<file path="config.mk">
export PLATFORM = sky130hd
export DESIGN_NAME = hazard_ctrl
export DESIGN_NICKNAME = d
export VERILOG_FILES = /design/src/rtl/hazard_ctrl.sv
export SDC_FILE = /design/constraint.sdc
export NUM_CORES = 1
export LEC_CHECK = 0
export ABC_AREA = 0
export BUFFER_PORTS_ARGS = -buffer_cell sky130_fd_sc_hd__buf_2
export CORE_ASPECT_RATIO = 1.5
export CORE_MARGIN = 5
export CORE_UTILIZATION = 43
export CTS_CLUSTER_SIZE = 14
export DETAILED_ROUTE_END_ITERATION = 6
export GPL_ROUTABILITY_DRIVEN = 1
export PLACE_DENSITY = 0.7
export SYNTH_ARGS = -nofsm -noshare
export SYNTH_HDL_FRONTEND = slang
export SYNTH_SLANG_ARGS = --single-unit
</file>
<file path="constraint.sdc">
create_clock -name clk -period 2.3 [get_ports clk]
set_input_delay 0.115 -clock clk [delete_from_list [all_inputs] [get_ports clk]]
set_output_delay 0.115 -clock clk [all_outputs]
set_load 0.005 [all_outputs]
</file>
<file path="src/rtl/hazard_ctrl.sv">
// Pipeline sequencing controller: stalls, flushes, halt drain
// and saturating stall/flush performance counters.
module hazard_ctrl #(
  parameter int CNT_W = 16
) (
  input  logic             clk,
  input  logic             rst,
  input  logic [2:0]       ifid_rs,
  input  logic [2:0]       ifid_rt,
  input  logic             ifid_useRs,
  input  logic             ifid_useRt,
  input  logic             id_halt,
  input  logic             idex_memRead,
  input  logic             idex_regWrite,
  input  logic [2:0]       idex_writereg,
  input  logic             ex_redirect,
  input  logic             imem_stall,
  input  logic             dmem_stall,
  input  logic             wb_halt,
  output logic             pc_en,
  output logic             ifid_en,
  output logic             idex_en,
  output logic             exmem_en,
  output logic             memwb_en,
  output logic             ifid_flush,
  output logic             idex_flush,
  output logic             halted,
  output logic [CNT_W-1:0] stall_cycles,
  output logic [CNT_W-1:0] flush_events
);

  typedef enum logic [1:0] {
    RUN    = 2'd0,
    DRAIN  = 2'd1,
    HALTED = 2'd2
  } state_t;

  state_t           state_q, state_d;
  logic [CNT_W-1:0] stall_q, stall_d;
  logic [CNT_W-1:0] flush_q, flush_d;
  logic             loaduse;
  logic             rs_hit, rt_hit;

  assign rs_hit  = ifid_useRs && (idex_writereg == ifid_rs);
  assign rt_hit  = ifid_useRt && (idex_writereg == ifid_rt);
  assign loaduse = idex_memRead && idex_regWrite && (rs_hit || rt_hit);

  always_comb begin
    pc_en      = 1'b1;
    ifid_en    = 1'b1;
    idex_en    = 1'b1;
    exmem_en   = 1'b1;
    memwb_en   = 1'b1;
    ifid_flush = 1'b0;
    idex_flush = 1'b0;
    state_d    = state_q;
    stall_d    = stall_q;
    flush_d    = flush_q;

    if (state_q == HALTED) begin
      pc_en    = 1'b0;
      ifid_en  = 1'b0;
      idex_en  = 1'b0;
      exmem_en = 1'b0;
      memwb_en = 1'b0;
    end else begin
      if (dmem_stall) begin
        pc_en    = 1'b0;
        ifid_en  = 1'b0;
        idex_en  = 1'b0;
        exmem_en = 1'b0;
        memwb_en = 1'b0;
      end else if (ex_redirect) begin
        ifid_flush = 1'b1;
        idex_flush = 1'b1;
        if (state_q == DRAIN) state_d = RUN;
        if (flush_q != '1) flush_d = flush_q + 1'b1;
      end else if (loaduse && state_q == RUN) begin
        pc_en      = 1'b0;
        ifid_en    = 1'b0;
        idex_flush = 1'b1;
      end else begin
        if (imem_stall || state_q == DRAIN) begin
          pc_en      = 1'b0;
          ifid_flush = 1'b1;
        end
        // HALT still advances into EX even when fetch is stalled
        if (state_q == RUN && id_halt) state_d = DRAIN;
      end

      // A HALT that has committed in WB outranks a younger redirect
      if (state_q == DRAIN && wb_halt && !dmem_stall) state_d = HALTED;

      if (!pc_en && stall_q != '1) stall_d = stall_q + 1'b1;
    end
  end

  always_ff @(posedge clk or negedge rst) begin
    if (!rst) begin
      state_q <= RUN;
      stall_q <= '0;
      flush_q <= '0;
    end else begin
      state_q <= state_d;
      stall_q <= stall_d;
      flush_q <= flush_d;
    end
  end

  assign halted       = (state_q == HALTED);
  assign stall_cycles = stall_q;
  assign flush_events = flush_q;

endmodule

</file>
Word level (Yosys, flattened, before mapping)
Cells that the tools add are included.
- bits of input ports: 20
- word-level logic and storage cells: 61
- flip-flop bits (word level): 34
- bitwise logic cells: 2
- equal/unequal tests: 9
- reductions and logical operators: 18
- add/sub/neg operators: 2
- multiplexer cells: 27
- operator list (kind ; number):
    adder 16 x 1 -> 16 bit, second input constant ; 2
    != test 16 bit, second input constant ; 2
    two-way mux 1 bit ; 21
    two-way mux 2 bit ; 6
    logical AND 1 bit ; 9
    == test 3 bit ; 2
    AND reduction 5 bit ; 1
    AND reduction 4 bit ; 1
    != test 3 x 1 -> 1 bit, second input constant ; 1
    != test 3 x 2 -> 1 bit, second input constant ; 1
    nonzero test 3 bit ; 1
    == test 2 x 1 -> 1 bit, second input constant ; 1
    == test 2 bit, second input constant ; 1
    logical NOT 1 bit ; 2
    logical NOT 2 bit ; 1
    logical OR 1 bit ; 2
    != test 2 x 1 -> 1 bit, second input constant ; 1
    NOT 1 bit ; 2
    AND reduction 2 bit ; 1

Longest topological paths before layout
- depth after elaboration: 12
- depth in mapped cells: 6
- mapped depth without buffers: 6

Least setup slack after synthesis
Ideal clock, no wire load.
- path kind: reg2reg
- from: reg state_q[1]
- to: reg flush_q[1] (netlist: flush_events[1])
- slack: 555 ps
- buffers on the path: 0
- stages on the path, launching flop included: 5
- required time: 2175 ps
- data arrival time: 1621 ps
- cell sequence: dfrtp_1 -> nor2b_1 -> or3b_4 -> a21oi_1 -> mux2_2
- cells in the longest elaborated chain, start to end: 3
- RTL lines (item ; RTL line ; RTL):
    start, declared ; 38 ; state_t state_q, state_d;
    start signal, assigned ; 104 ; state_q <= state_d;
    == test 2 bit ; n/a ;
    net halted ; 27 ; output logic halted,
    NOT 1 bit (no source line) ; n/a ;
    AND reduction 4 bit (no source line) ; n/a ;
    end signal, assigned ; 106 ; flush_q <= flush_d;
    end, declared ; 40 ; logic [CNT_W-1:0] flush_q, flush_d;
The timed path passes the listed nets, and every way through them passes these cells.
A chain may end at the register's enable or synchronous reset.

Final worst setup path
- from: reg state_q[0]
- to: out ifid_en
- cells in the longest elaborated chain, start to end: 6
- elaborated cells on any way between the ends: 7
- those cells by class: 1 x eq/ne; 4 x mux; 2 x reduce/logical
- RTL lines (item ; RTL line ; RTL):
    logical NOT 2 bit ; 78 ; end else if (loaduse && state_q == RUN) begin
    logical AND 1 bit ; 78 ;
    two-way mux 1 bit ; 78 ;
    two-way mux 1 bit ; 73 ; end else if (ex_redirect) begin
    two-way mux 1 bit ; 67 ; if (dmem_stall) begin
    two-way mux 1 bit (*) ; 60 ; if (state_q == HALTED) begin
    end, declared ; 21 ; output logic ifid_en,
Mark *: on every way between the ends. The rest lies on a longest branch, timed or not.

==> key figures <==
Timing
  – Final clock skew: 0.00504 ns
  – Headroom to the max-slew limit: 0.517
  – RSZ-0062 raised after global routing: no
  – Setup-failing EPs final: 0
  – Fin crit period: 1.91 ns
  – Final setup TNS: 0 ns
  – Period utilisation layout: 0.833
  – Hold Violations, Final: 0
  – Fmax: roughly 520 MHz
  – Max-slew violations: 0
  – Worst Max-Slew Pin Slew: 0.725 ns

Logic synthesis
  – Mapped Avg Cell Area: 10.7 µm²
  – Netlist Area Pre-Place: approximately 1800 µm²
  – Synth area leader: dfrtp_1
  – Post-synth top area share: 0.473
  – Synthesized flop and latch total: 34
  – Mapped Nets: 191
  – Warnings from Yosys: 0
  – Synth cell types: 33
  – Async SR Flop Fraction: 1.00
  – Synthesized instance count: between 150 and 200
  – Most frequent cell after synthesis: dfrtp_1
  – Most common library cells after synthesis: dfrtp_1 (34), xnor2_1 (31), nor2_1 (14), nand3_1 (9), nand4_1 (8)
  – Post-synth top flop: dfrtp_1
  – EDFF count, synth: 0
  – Top area cells in the synthesized netlist: dfrtp_1 (47%), xnor2_1 (15%), o2111ai_1 (3.4%)
  – Sequential fraction of the synthesis area: 0.473

Pwr
  – Total Power: about 1.9 mW
  – Internal Power: 1.29 mW
  – Psw: 0.588 mW
  – Clock network fraction of total power: 0.270
  – Switch share: 0.313
  – Combinational power share: 0.275
  – Max VDD drop: 0.562 mV
  – Register share of total power: 0.455
  – Pleak: around 1.1 nW
  – P per Cell Area: 827 nW/µm²

Place
  – Port bufs: 59
  – Gp weighted congestion: 0.797
  – Post-DP Area: 2150 µm²
  – Hpwl dp: 3040 µm

Setup path
  – CP peak stage delay: ~0.45 ns
  – Crit path DAT: 1.80 ns
  – Required @ worst endpoint: 2.18 ns
  – Worst Setup End Kind: output port
  – R2R Setup Slk: 0.40 ns
  – R2R cell count: 6
  – CP cell instances: nor2_1, nand3_1, a211oi_2, buf_4, nor3_1, buf_2
  – Worst Setup Path Type: flip-flop to output port
  – R2R Path Start: stall_cycles[0]
  – Crit Path Max Fanout: 7
  – Crit-path slowest cell: dfrtp_1
  – R2r endpoint: stall_cycles[1]
  – Worst Setup Start Kind: flip-flop

Cells and area
  – Layout net count: 257
  – Area delta synth->final: 26.1%
  – Design area: around 2300 µm²
  – Share of cells above drive strength 1: 0.339
  – Antenna fix cells: 0

Global routing
  – GRT Util Overall: 0.153
  – First-pass GRT wire length: 6910 µm
  – Number of global-route vias before repair: 1554
  – Largest net degree at the start of global routing: 35
  – Total congestion overflow: 0
  – Initial antenna violation count: 0

CTS
  – Clock Sinks: 34
  – Clock tree buffer depth: 2
  – Clock-pin slew on the worst setup and hold paths: approximately 0.06 ns
  – CTS H-Tree Depth: 2
  – CTS tree: done
  – Clock root cell: clkbuf_8
  – PostCTS Resize Cnt: 0
  – Later-pin clock latency in the skew report: 0.29 ns
  – Total CTS buffers: 5

Route
  – Antenna-violating nets left: 0
  – Total number of vias: 1510
  – DR vias/cell: 5.37
  – DRC viols: 0
  – Drt initial violations: 39
  – Post-DR wirelength/cell: 14.0 µm
  – TritonRoute pass-1 iters: 4
  – WL final: around 3900 µm

Floorplanning
  – Die H: 89.3 µm
  – I/O pin total: 60
  – Initial cell density of the core: 0.451
  – Die width: between 60 and 70 µm
  – Core footprint: between 3000 and 4000 µm²
  – # rows: 28
  – Die area: 5610 µm²

Worst hold path
  – Hold path cells: 2
  – Hold EP: state_q[1]
  – Hold Path Class: input port to flip-flop
  – HP Start: wb_halt

Flow run
  – Total of max-cap violations: 0

Outcome
  – Outcome: completed
-- power by group through the flow --
stage               Combinational, mW  Sequential, mW  Clock [mW]
floorplan                       0.299           0.855           0
global placement                0.518           0.867           0
detailed placement              0.528           0.866           0
CTS                             0.529           0.858       0.527
global route                    0.584           0.885       0.554
finish                          0.516           0.856       0.506
-- critical path, delay by kind of cell (launching register included) --
kind | cells | cell delay, ns
compound gates | 1 | 0.38
flops | 1 | 0.45
simple gates | 3 | 0.35
buf+inv | 2 | 0.35
-- what timing repair did --
action,CTS,global route
endpoints found under the hold margin,34,0
hold buffers,1,0
setup buffers,0,0
-- worst max-delay path by stage --
| stage | startpoint | end | slack (ns) | cells after the start |
|---|---|---|---|---|
| after detailed placement | stall_cycles[0] | stall_cycles[1] | 0.44 | 6 |
| after floorplan | state_q[1] | flush_events[1] | 0.55 | 4 |
| after CTS | state_q[0] | ifid_en | 0.37 | 6 |
| after global placement | state_q[1] | flush_events[1] | 0.46 | 4 |
| final | state_q[0] | ifid_en | 0.39 | 6 |
| after global routing | state_q[0] | ifid_en | 0.18 | 6 |
-- metal layers --
metal / vias to the layer above / global-route usage / share of wire
met5: - / 0 / 0
met4: 0 / 0.0772 / 0.026
met3: 9 / 0.0478 / 0.081
met2: 53 / 0.254 / 0.48
met1: 703 / 0.180 / 0.42
li1: 745 / - / -
-- state kept, by name, summed over array words and instances (netlist names) --
signal	cells
state_q	2
stall_cycles	16
flush_events	16
-- logic make-up (layout without fill, tap and decap cells) --
| family | after synthesis | count (layout) | share of synthesized area |
|---|---|---|---|
| AND/OR/NAND/NOR | 58 | 58 | 0.175 |
| AO/OA/AOI/OAI | 29 | 29 | 0.129 |
| XOR/XNOR | 36 | 36 | 0.175 |
| multiplexers | 2 | 2 | 0.0125 |
| flip-flops | 34 | 34 | 0.473 |
| adder cells (fa/ha/maj) | 2 | 2 | 0.0139 |
| buffers and inverters | 8 | 75 | 0.0215 |
-- cells in the final DEF, fill, tap and decap left out, types with 3 or more instances in the layout --
cell	count
xnor2_1	31
nand2_1	7
o211ai_1	5
and3_1	6
dfrtp_1	34
nand3_1	9
buf_4	3
xor2_1	5
a21oi_1	3
nor2_1	14
nor2b_1	4
o21ai_0	4
o2111ai_1	7
nand4_1	8
nor3_1	4
buf_2	59
clkbuf_8	8
inv_1	4
-- final cells by class --
| class | count | area (µm²) |
|---|---|---|
| clock buffer | 8 | 110 |
| fill | 369 | 1720 |
| inverter | 4 | 15.0 |
| multi-input combinational | 127 | 911 |
| sequential | 34 | 851 |
| tap | 45 | 56.3 |
| timing repair buffer | 63 | 328 |
-- metrics by stage --
| step | utilization | setup WS [ns] | instances | hold slack (ns) |
|---|---|---|---|---|
| floorplan | - | 0.555 | 169 | -0.181 |
| global placement | 0.539 | 0.457 | 272 | 0.220 |
| detailed placement | 0.539 | 0.439 | 272 | 0.230 |
| CTS | 0.569 | 0.372 | 281 | 0.0871 |
| global route | 0.569 | 0.183 | 281 | 0.0890 |
| finish | 0.569 | 0.385 | 281 | 0.0962 |
Power figures use the tool's default switching activity.
